### src/rtl/smc_state_param.sv
// Static-memory-controller access sequencer: chip-select leading edge, wait states,
// trailing-edge float and bus turnaround between accesses handed over by the AHB interface.
module smc_state_param #(
  parameter int NUM_CS = 4,
  parameter int WS_W   = 8,
  parameter int LE_W   = 2,
  parameter int TE_W   = 2,
  parameter int TA_W   = 2
) (
  input  logic              sys_clk10,
  input  logic              n_sys_reset10,
  input  logic              new_access,
  input  logic [NUM_CS-1:0] access_cs,
  input  logic              access_read,
  input  logic [LE_W-1:0]   t_csle,
  input  logic [WS_W-1:0]   t_ws,
  input  logic [TE_W-1:0]   t_cste,
  input  logic [TA_W-1:0]   t_turn,
  input  logic              mac_done,
  input  logic              ext_wait_en,
  input  logic              n_ext_wait,
  output logic [2:0]        smc_state,
  output logic [NUM_CS-1:0] cs_out,
  output logic [WS_W-1:0]   ws_count,
  output logic              valid_access,
  output logic              beat_done,
  output logic              latch_data,
  output logic              smc_done,
  output logic              smc_idle
);

  typedef enum logic [2:0] {
    ST_IDLE  = 3'd0,
    ST_STORE = 3'd1,
    ST_LE    = 3'd2,
    ST_RW    = 3'd3,
    ST_FLOAT = 3'd4,
    ST_TURN  = 3'd5
  } state_t;

  state_t            state, next_state;
  logic [NUM_CS-1:0] cs_reg, next_cs, cs_out_nxt;
  logic              read_reg;
  logic [LE_W-1:0]   csle_reg, le_cnt, le_nxt;
  logic [WS_W-1:0]   ws_reg, ws_cnt, ws_nxt;
  logic [TE_W-1:0]   cste_reg, te_cnt, te_nxt;
  logic [TA_W-1:0]   ta_cnt, ta_nxt;
  logic              accept_point;

  always_comb begin
    next_state = state;
    le_nxt     = le_cnt;
    ws_nxt     = ws_cnt;
    te_nxt     = te_cnt;
    ta_nxt     = ta_cnt;
    beat_done  = 1'b0;
    latch_data = 1'b0;
    smc_done   = 1'b0;

    case (state)
      ST_IDLE: begin
        if (new_access) next_state = ST_STORE;
      end
      ST_STORE: begin
        le_nxt     = csle_reg;
        ws_nxt     = ws_reg;
        next_state = (csle_reg != '0) ? ST_LE : ST_RW;
      end
      ST_LE: begin
        if (le_cnt != '0) le_nxt = le_cnt - LE_W'(1);
        if (le_cnt <= LE_W'(1)) next_state = ST_RW;
      end
      ST_RW: begin
        // Held cycles (external wait with the counter already at zero) just leave everything as is
        if (ws_cnt != '0) begin
          ws_nxt = ws_cnt - WS_W'(1);
        end else if (!(ext_wait_en && !n_ext_wait)) begin
          beat_done  = 1'b1;
          latch_data = read_reg;
          if (!mac_done) begin
            ws_nxt = ws_reg;
            if (csle_reg != '0) begin
              le_nxt     = csle_reg;
              next_state = ST_LE;
            end
          end else if (cste_reg != '0) begin
            te_nxt     = cste_reg;
            next_state = ST_FLOAT;
          end else begin
            smc_done = 1'b1;
          end
        end
      end
      ST_FLOAT: begin
        if (te_cnt != '0) te_nxt = te_cnt - TE_W'(1);
        if (te_cnt <= TE_W'(1)) smc_done = 1'b1;
      end
      ST_TURN: begin
        if (ta_cnt != '0) ta_nxt = ta_cnt - TA_W'(1);
        if (ta_cnt <= TA_W'(1)) next_state = ST_STORE;
      end
      default: next_state = ST_IDLE;
    endcase

    // The done cycle doubles as an acceptance point, so a follow-on access chains straight on
    if (smc_done) begin
      if (!new_access) begin
        next_state = ST_IDLE;
      end else if ((t_turn != '0) && ((access_cs != cs_reg) || (access_read != read_reg))) begin
        next_state = ST_TURN;
        ta_nxt     = t_turn;
      end else begin
        next_state = ST_STORE;
      end
    end
  end

  always_comb begin
    accept_point = (state == ST_IDLE) || smc_done;
    valid_access = new_access && accept_point;
    smc_idle     = (next_state == ST_IDLE);
    next_cs      = valid_access ? access_cs : cs_reg;
    cs_out_nxt   = '0;
    if ((next_state == ST_STORE) || (next_state == ST_LE) ||
        (next_state == ST_RW)    || (next_state == ST_FLOAT))
      cs_out_nxt = next_cs;
  end

  always_ff @(posedge sys_clk10 or negedge n_sys_reset10) begin
    if (!n_sys_reset10) begin
      state    <= ST_IDLE;
      cs_out   <= '0;
      cs_reg   <= '0;
      read_reg <= 1'b0;
      csle_reg <= '0;
      ws_reg   <= '0;
      cste_reg <= '0;
      le_cnt   <= '0;
      ws_cnt   <= '0;
      te_cnt   <= '0;
      ta_cnt   <= '0;
    end else begin
      state  <= next_state;
      cs_out <= cs_out_nxt;
      le_cnt <= le_nxt;
      ws_cnt <= ws_nxt;
      te_cnt <= te_nxt;
      ta_cnt <= ta_nxt;
      if (valid_access) begin
        cs_reg   <= access_cs;
        read_reg <= access_read;
        csle_reg <= t_csle;
        ws_reg   <= t_ws;
        cste_reg <= t_cste;
      end
    end
  end

  assign smc_state = state;
  assign ws_count  = ws_cnt;

endmodule
### config.mk
export PLATFORM = sky130hd
export DESIGN_NAME = smc_state_param
export DESIGN_NICKNAME = d
export VERILOG_FILES = /design/src/rtl/smc_state_param.sv
export SDC_FILE = /design/constraint.sdc
export NUM_CORES = 1
export LEC_CHECK = 0
export BUFFER_PORTS_ARGS = -buffer_cell sky130_fd_sc_hd__buf_2
export CAP_MARGIN = 15
export CORE_MARGIN = 5
export CORE_UTILIZATION = 55
export DETAILED_ROUTE_END_ITERATION = 6
export PLACE_DENSITY = 0.8
export SLEW_MARGIN = 10
export SYNTH_ARGS = -nofsm -noshare
export SYNTH_HDL_FRONTEND = slang
export SYNTH_SLANG_ARGS = --single-unit
### constraint.sdc
create_clock -name sys_clk10 -period 3.22 [get_ports sys_clk10]
set_input_delay 0.322 -clock sys_clk10 [delete_from_list [all_inputs] [get_ports sys_clk10]]
set_output_delay 0.322 -clock sys_clk10 [all_outputs]
set_load 0.01 [all_outputs]
# Yosys cells after proc, flatten, opt, wreduce, memory -nomap -nowiden
# Index checks and enable logic that the tools add are counted.
dict set report word_totals {
  wordCells 111
  rom_bits 0
  inputBits 25
  mem_bits_rw 0
  memories 0
  ff_bits 38
  latchBits 0
  output_inout_bits 20
}
dict set report op_classes {
  magnitude_cmp 3
  div 0
  n_eq_ne 21
  n_shift 0
  muxes 48
  bitwise_logic 0
  addsub 4
  reduce_logical 24
  multipliers 0
}
# op count
set ops {}
lappend ops {{$mux W3} 11}
lappend ops {{$mux W2} 15}
lappend ops {{$mux W8} 3}
lappend ops {{$pmux W3 S6} 1}
lappend ops {{$ne A2 B2 Y1 const B} 8}
lappend ops {{$pmux W8 S2} 1}
lappend ops {{$reduce_bool A2 Y1} 8}
lappend ops {{$eq A3 B2 Y1 const B} 4}
lappend ops {{$mux W1} 12}
lappend ops {{$reduce_and A6 Y1} 2}
lappend ops {{$eq A3 B3 Y1 const B} 3}
lappend ops {{$mux W4} 2}
lappend ops {{$reduce_bool A8 Y1} 1}
lappend ops {{$sub A8 B1 Y8 const B} 1}
lappend ops {{$eq A3 B1 Y1 const B} 2}
lappend ops {{$le A2 B1 Y1 const B} 3}
lappend ops {{$logic_not A3 Y1} 2}
lappend ops {{$ne A3 B3 Y1 const B} 2}
lappend ops {{$pmux W2 S3} 1}
lappend ops {{$sub A2 B1 Y2 const B} 3}
lappend ops {{$logic_or A1 B1 Y1} 5}
lappend ops {{$ne A4 B4 Y1} 1}
lappend ops {{$pmux W2 S2} 1}
lappend ops {{$logic_and A1 B1 Y1} 3}
lappend ops {{other kinds (5)} 5}

# Depth between registers and ports, before layout
dict set report logic_depth {
  ltp_word 12
  ltp_mapped 8
  depth_no_buf 7
}

# Least setup slack after synthesis
# Ideal clock, no wire load.
dict set report synth_timing {
  kind {reg-to-output}
  from {reg ws_cnt[2], in the netlist ws_count[2]}
  to {out valid_access}
  stages_incl_launch_ff 7
  n_path_buf 1
  required_ps 2898
  path_slack_ps 900
  arrival_time_ps 1998
  cell_sequence {dfrtp_1 > or3_4 > or4_4 > o21ai_2 > nand2_2 > buf_6 > inv_1}
}
dict set report synth_between {
  elab_chain_cells 5
}
# element line_no
set synth_lines {}
lappend synth_lines {{start, declared} 45} ;# logic [WS_W-1:0] ws_reg, ws_cnt, ws_nxt;
lappend synth_lines {{start signal, assigned} 146} ;# ws_cnt <= ws_nxt;
lappend synth_lines {{$reduce_bool A8 Y1} 75} ;# if (ws_cnt != '0) begin
lappend synth_lines {{$mux W1} 75}
lappend synth_lines {{$pmux W1 S2} 60} ;# case (state)
lappend synth_lines {{$logic_or A1 B1 Y1} 119} ;# accept_point = (state == ST_IDLE) || smc_done;
lappend synth_lines {{$logic_and A1 B1 Y1} 120} ;# valid_access = new_access && accept_point;
lappend synth_lines {{end, declared} 25} ;# output logic valid_access,
# Every way passes these cells.

# Worst setup path after layout
# Ends and elaborated chain as after synthesis.

==> metrics.md <==
| Metric | Value |
|---|---|
| # fillers | `approximately 310` |
| Seq/Total Area, Yosys | `a little over two fifths` |
| Register bit total from synthesis | `38` |
| Largest family of logic cells by synthesized area | `compound AO/OA/AOI/OAI gates` |
| Final Routed Wirelength | `5040 µm` |
| Initial Util | `between 50 and 60%` |
| Mux share of post-synthesis cell area | `10.5%` |
| Post-synthesis adder-cell area fraction | `3.40%` |
| Slew HR | `42.2%` |
| Crit path max fanout | `14` |
| Initial DRC count | `130` |
| Number of buffers created by CTS | `5` |
| R2r setup slk | `0.68 ns` |
| H-tree levels | `2` |
| Post-Layout Cell Count | `330` |
| Die X-Extent | `73.3 µm` |
| Worst Hold Class | `primary input to asynchronous set/reset pin` |
| Pin count of the biggest net entering global routing | `39` |
| Core box area | `3940 µm²` |
| Die height | `73.3 µm` |
| Worst Path Arrival | `2.58 ns` |
| CTS tree | `done` |
| Area grow syn2layout | `16.6%` |
| Port bufs | `44` |
| CTS clk-pin slew, worst paths | `0.08 ns` |
| Detailed Place HPWL | `3700 µm` |
| Synth area leaders | `dfrtp_1, mux2_4, o21ai_0` |
| Placed cell areas | `2460 µm²` |
| Worst slew pin tran | `0.867 ns` |
| Final Critical Period | `2.90 ns` |
| Syn Inst Count | `roughly 240` |
| Pre-antenna DRT Iters | `4` |
| RSZ-0062 raised after global routing | `no` |
| Drt wl/cell | `15.3 µm` |
| Design area | `2570 µm²` |
| Status | `finished clean` |
| WS Path Type | `register to output pin` |
| IO Pins | `45` |
| Flop pwr share | `39.4%` |
| Top Layer Used | `met4` |
| Pwr Density | `893 nW/µm²` |
| Post-CTS Setup Bufs | `0` |
| Met1 Routed Length | `2230 µm` |
| Worst setup margin | `~0.32 ns` |
| Max VDD drop | `503 µV` |
| Clock Tree Root | `clkbuf_8` |
| Number of remaining DRC errors | `0` |
| Dpl cells | `~320` |
| Post-CTS Hold Buffers | `0` |
| Post-synth top cells | `dfrtp_1, nor2_1, o21ai_0, nand2_1, a21oi_1` |
| Leakage dissipation | `0.00125 µW` |
| Comb pwr share | `42.8%` |
| Routability congestion estimate from global placement | `0.922` |
| Clock Path Buffers | `2` |
| Final setup TNS | `0 ns` |
| Met2 Wirelength | `2400 µm` |
| EDFF count, synth | `0` |
| Count of final hold-check violations | `0` |
| Pre-CTS setup slack | `0.661 ns` |
| Compound-gate portion of the synthesized area | `18.9%` |
| Initial antenna violation count | `0` |
| Req. time, crit path | `2.90 ns` |
| N_diodes | `0` |
| Tcrit/Tclk final | `90.0%` |
| FFs w/ async S/R, synth | `100%` |
| Most frequently used flop master after synthesis | `dfrtp_1` |
| Clk pwr share | `17.7%` |
| First-pass GRT wire length | `8760 µm` |
| Synth Area in Simple Gates | `18.2%` |
| Final Util | `approximately two thirds` |
| Final Skew | `0.00515 ns` |
| Fraction of layout cells with a size suffix above 1 | `27.5%` |
| Area leader, netlist | `dfrtp_1` |
| Synth warn | `0` |
| Final setup viols | `0` |
| Pint | `1400 µW` |
| Routed length on met3 | `348 µm` |
| Max_cap viols | `0` |
| Row count | `23` |
| Fmax | `345 MHz` |
| Vias in the first global route | `1897` |
| Worst-skew pair later-pin latency | `~0.29 ns` |
| Element type at the critical path end | `output pin` |
| Mapped Area | `roughly 2200 µm²` |
| Count leader, synth | `dfrtp_1` |
| Worst setup SP type | `register` |
| Synth cell types | `44` |
| Final ANT Viol Nets | `0` |
| Switching Power | `roughly 900 µW` |
| Max Slew Vio Count | `0` |
| Post_cts resized | `0` |
| Sw Ratio | `39.3%` |
| Total gr overflow | `0` |
| Syn Area/Cell | `about 9.4 µm²` |
| Die area | `5380 µm²` |
| Synth Net Count | `266` |
| Vias/cell | `5.77` |
| Clock net sink count | `38` |
| Layout Nets | `310` |
| Tot GR Track Use | `21.0%` |
| Routed via count | `1903` |
| Synth top area share | `43.1%` |
| XOR/XNOR Fraction of Synth Area | `1.98%` |
-- cell families (layout without fill, tap and decap cells) --
kind of cell | count (synthesis) | count (layout)
buf+inv | 21 | 66
compound gates | 66 | 66
xor+xnor | 5 | 5
simple gates | 81 | 81
mux | 18 | 18
fa+ha+maj | 6 | 6
flops | 38 | 38
-- final timing paths --
check,startpoint,end,cells past startpoint
max,ws_count[2],valid_access,6
min,n_sys_reset10,ws_reg[6],1
max reg2reg,ws_count[2],ws_reg[5],5
min reg2reg,ws_count[0],ws_count[0],1
max in group asynchronous,n_sys_reset10,cs_reg[3],1
min in group sys_clk10,t_ws[0],ws_reg[0],2
-- cells in the final DEF (no fill, tap or decap), drive strengths merged, types with 3 or more instances in the layout --
cell / n
clkbuf: 5
nand3: 7
a22oi: 5
o31ai: 3
a31oi: 4
nor2: 27
xor2: 3
nand3b: 4
ha: 6
nor3: 8
a21oi: 16
and3: 3
mux2: 15
o21ai: 24
nor2b: 3
mux2i: 3
buf: 45
inv: 13
nand2: 18
dfrtp: 38
-- per-layer routing --
metal / vias to the layer above / global-route usage (%)
met2: 61 / 33.2
li1: 929 / -
met4: 0 / 6.24
met1: 905 / 27.9
met3: 8 / 6.16
met5: - / 0
-- power groups by stage --
stage	clock network, µW	logic [µW]	registers [µW]
2_1_floorplan	0	703	888
3_3_place_gp	0	953	899
3_5_place_dp	0	986	909
4_1_cts	416	991	903
5_1_grt	435	1110	942
6_report	408	984	906
-- worst max-delay path, cell delays in order, from the launching register on --
cell,delay (ns)
dfrtp_1,0.46
or3_4,0.40
or4_4,0.56
o21ai_2,0.28
nand2_2,0.32
inv_1,0.11
buf_2,0.13
-- cell type report --
class	count	area [µm²]	area share, %
inverter	13	48.8	1.90
sequential	38	951	36.9
clock buffer	5	68.8	2.67
multi-input combinational	176	1170	45.5
clock inverter	3	45.0	1.75
tap	50	62.6	2.43
timing repair buffer	45	228	8.85
-- metrics by stage --
step                hold WS (ns)  total power (µW)
global route               0.209              2490
finish                     0.138              2300
CTS                        0.165              2310
floorplan                 0.0264              1590
global placement           0.481              1850
detailed placement         0.490              1900
(Power assumes the default switching activity.)
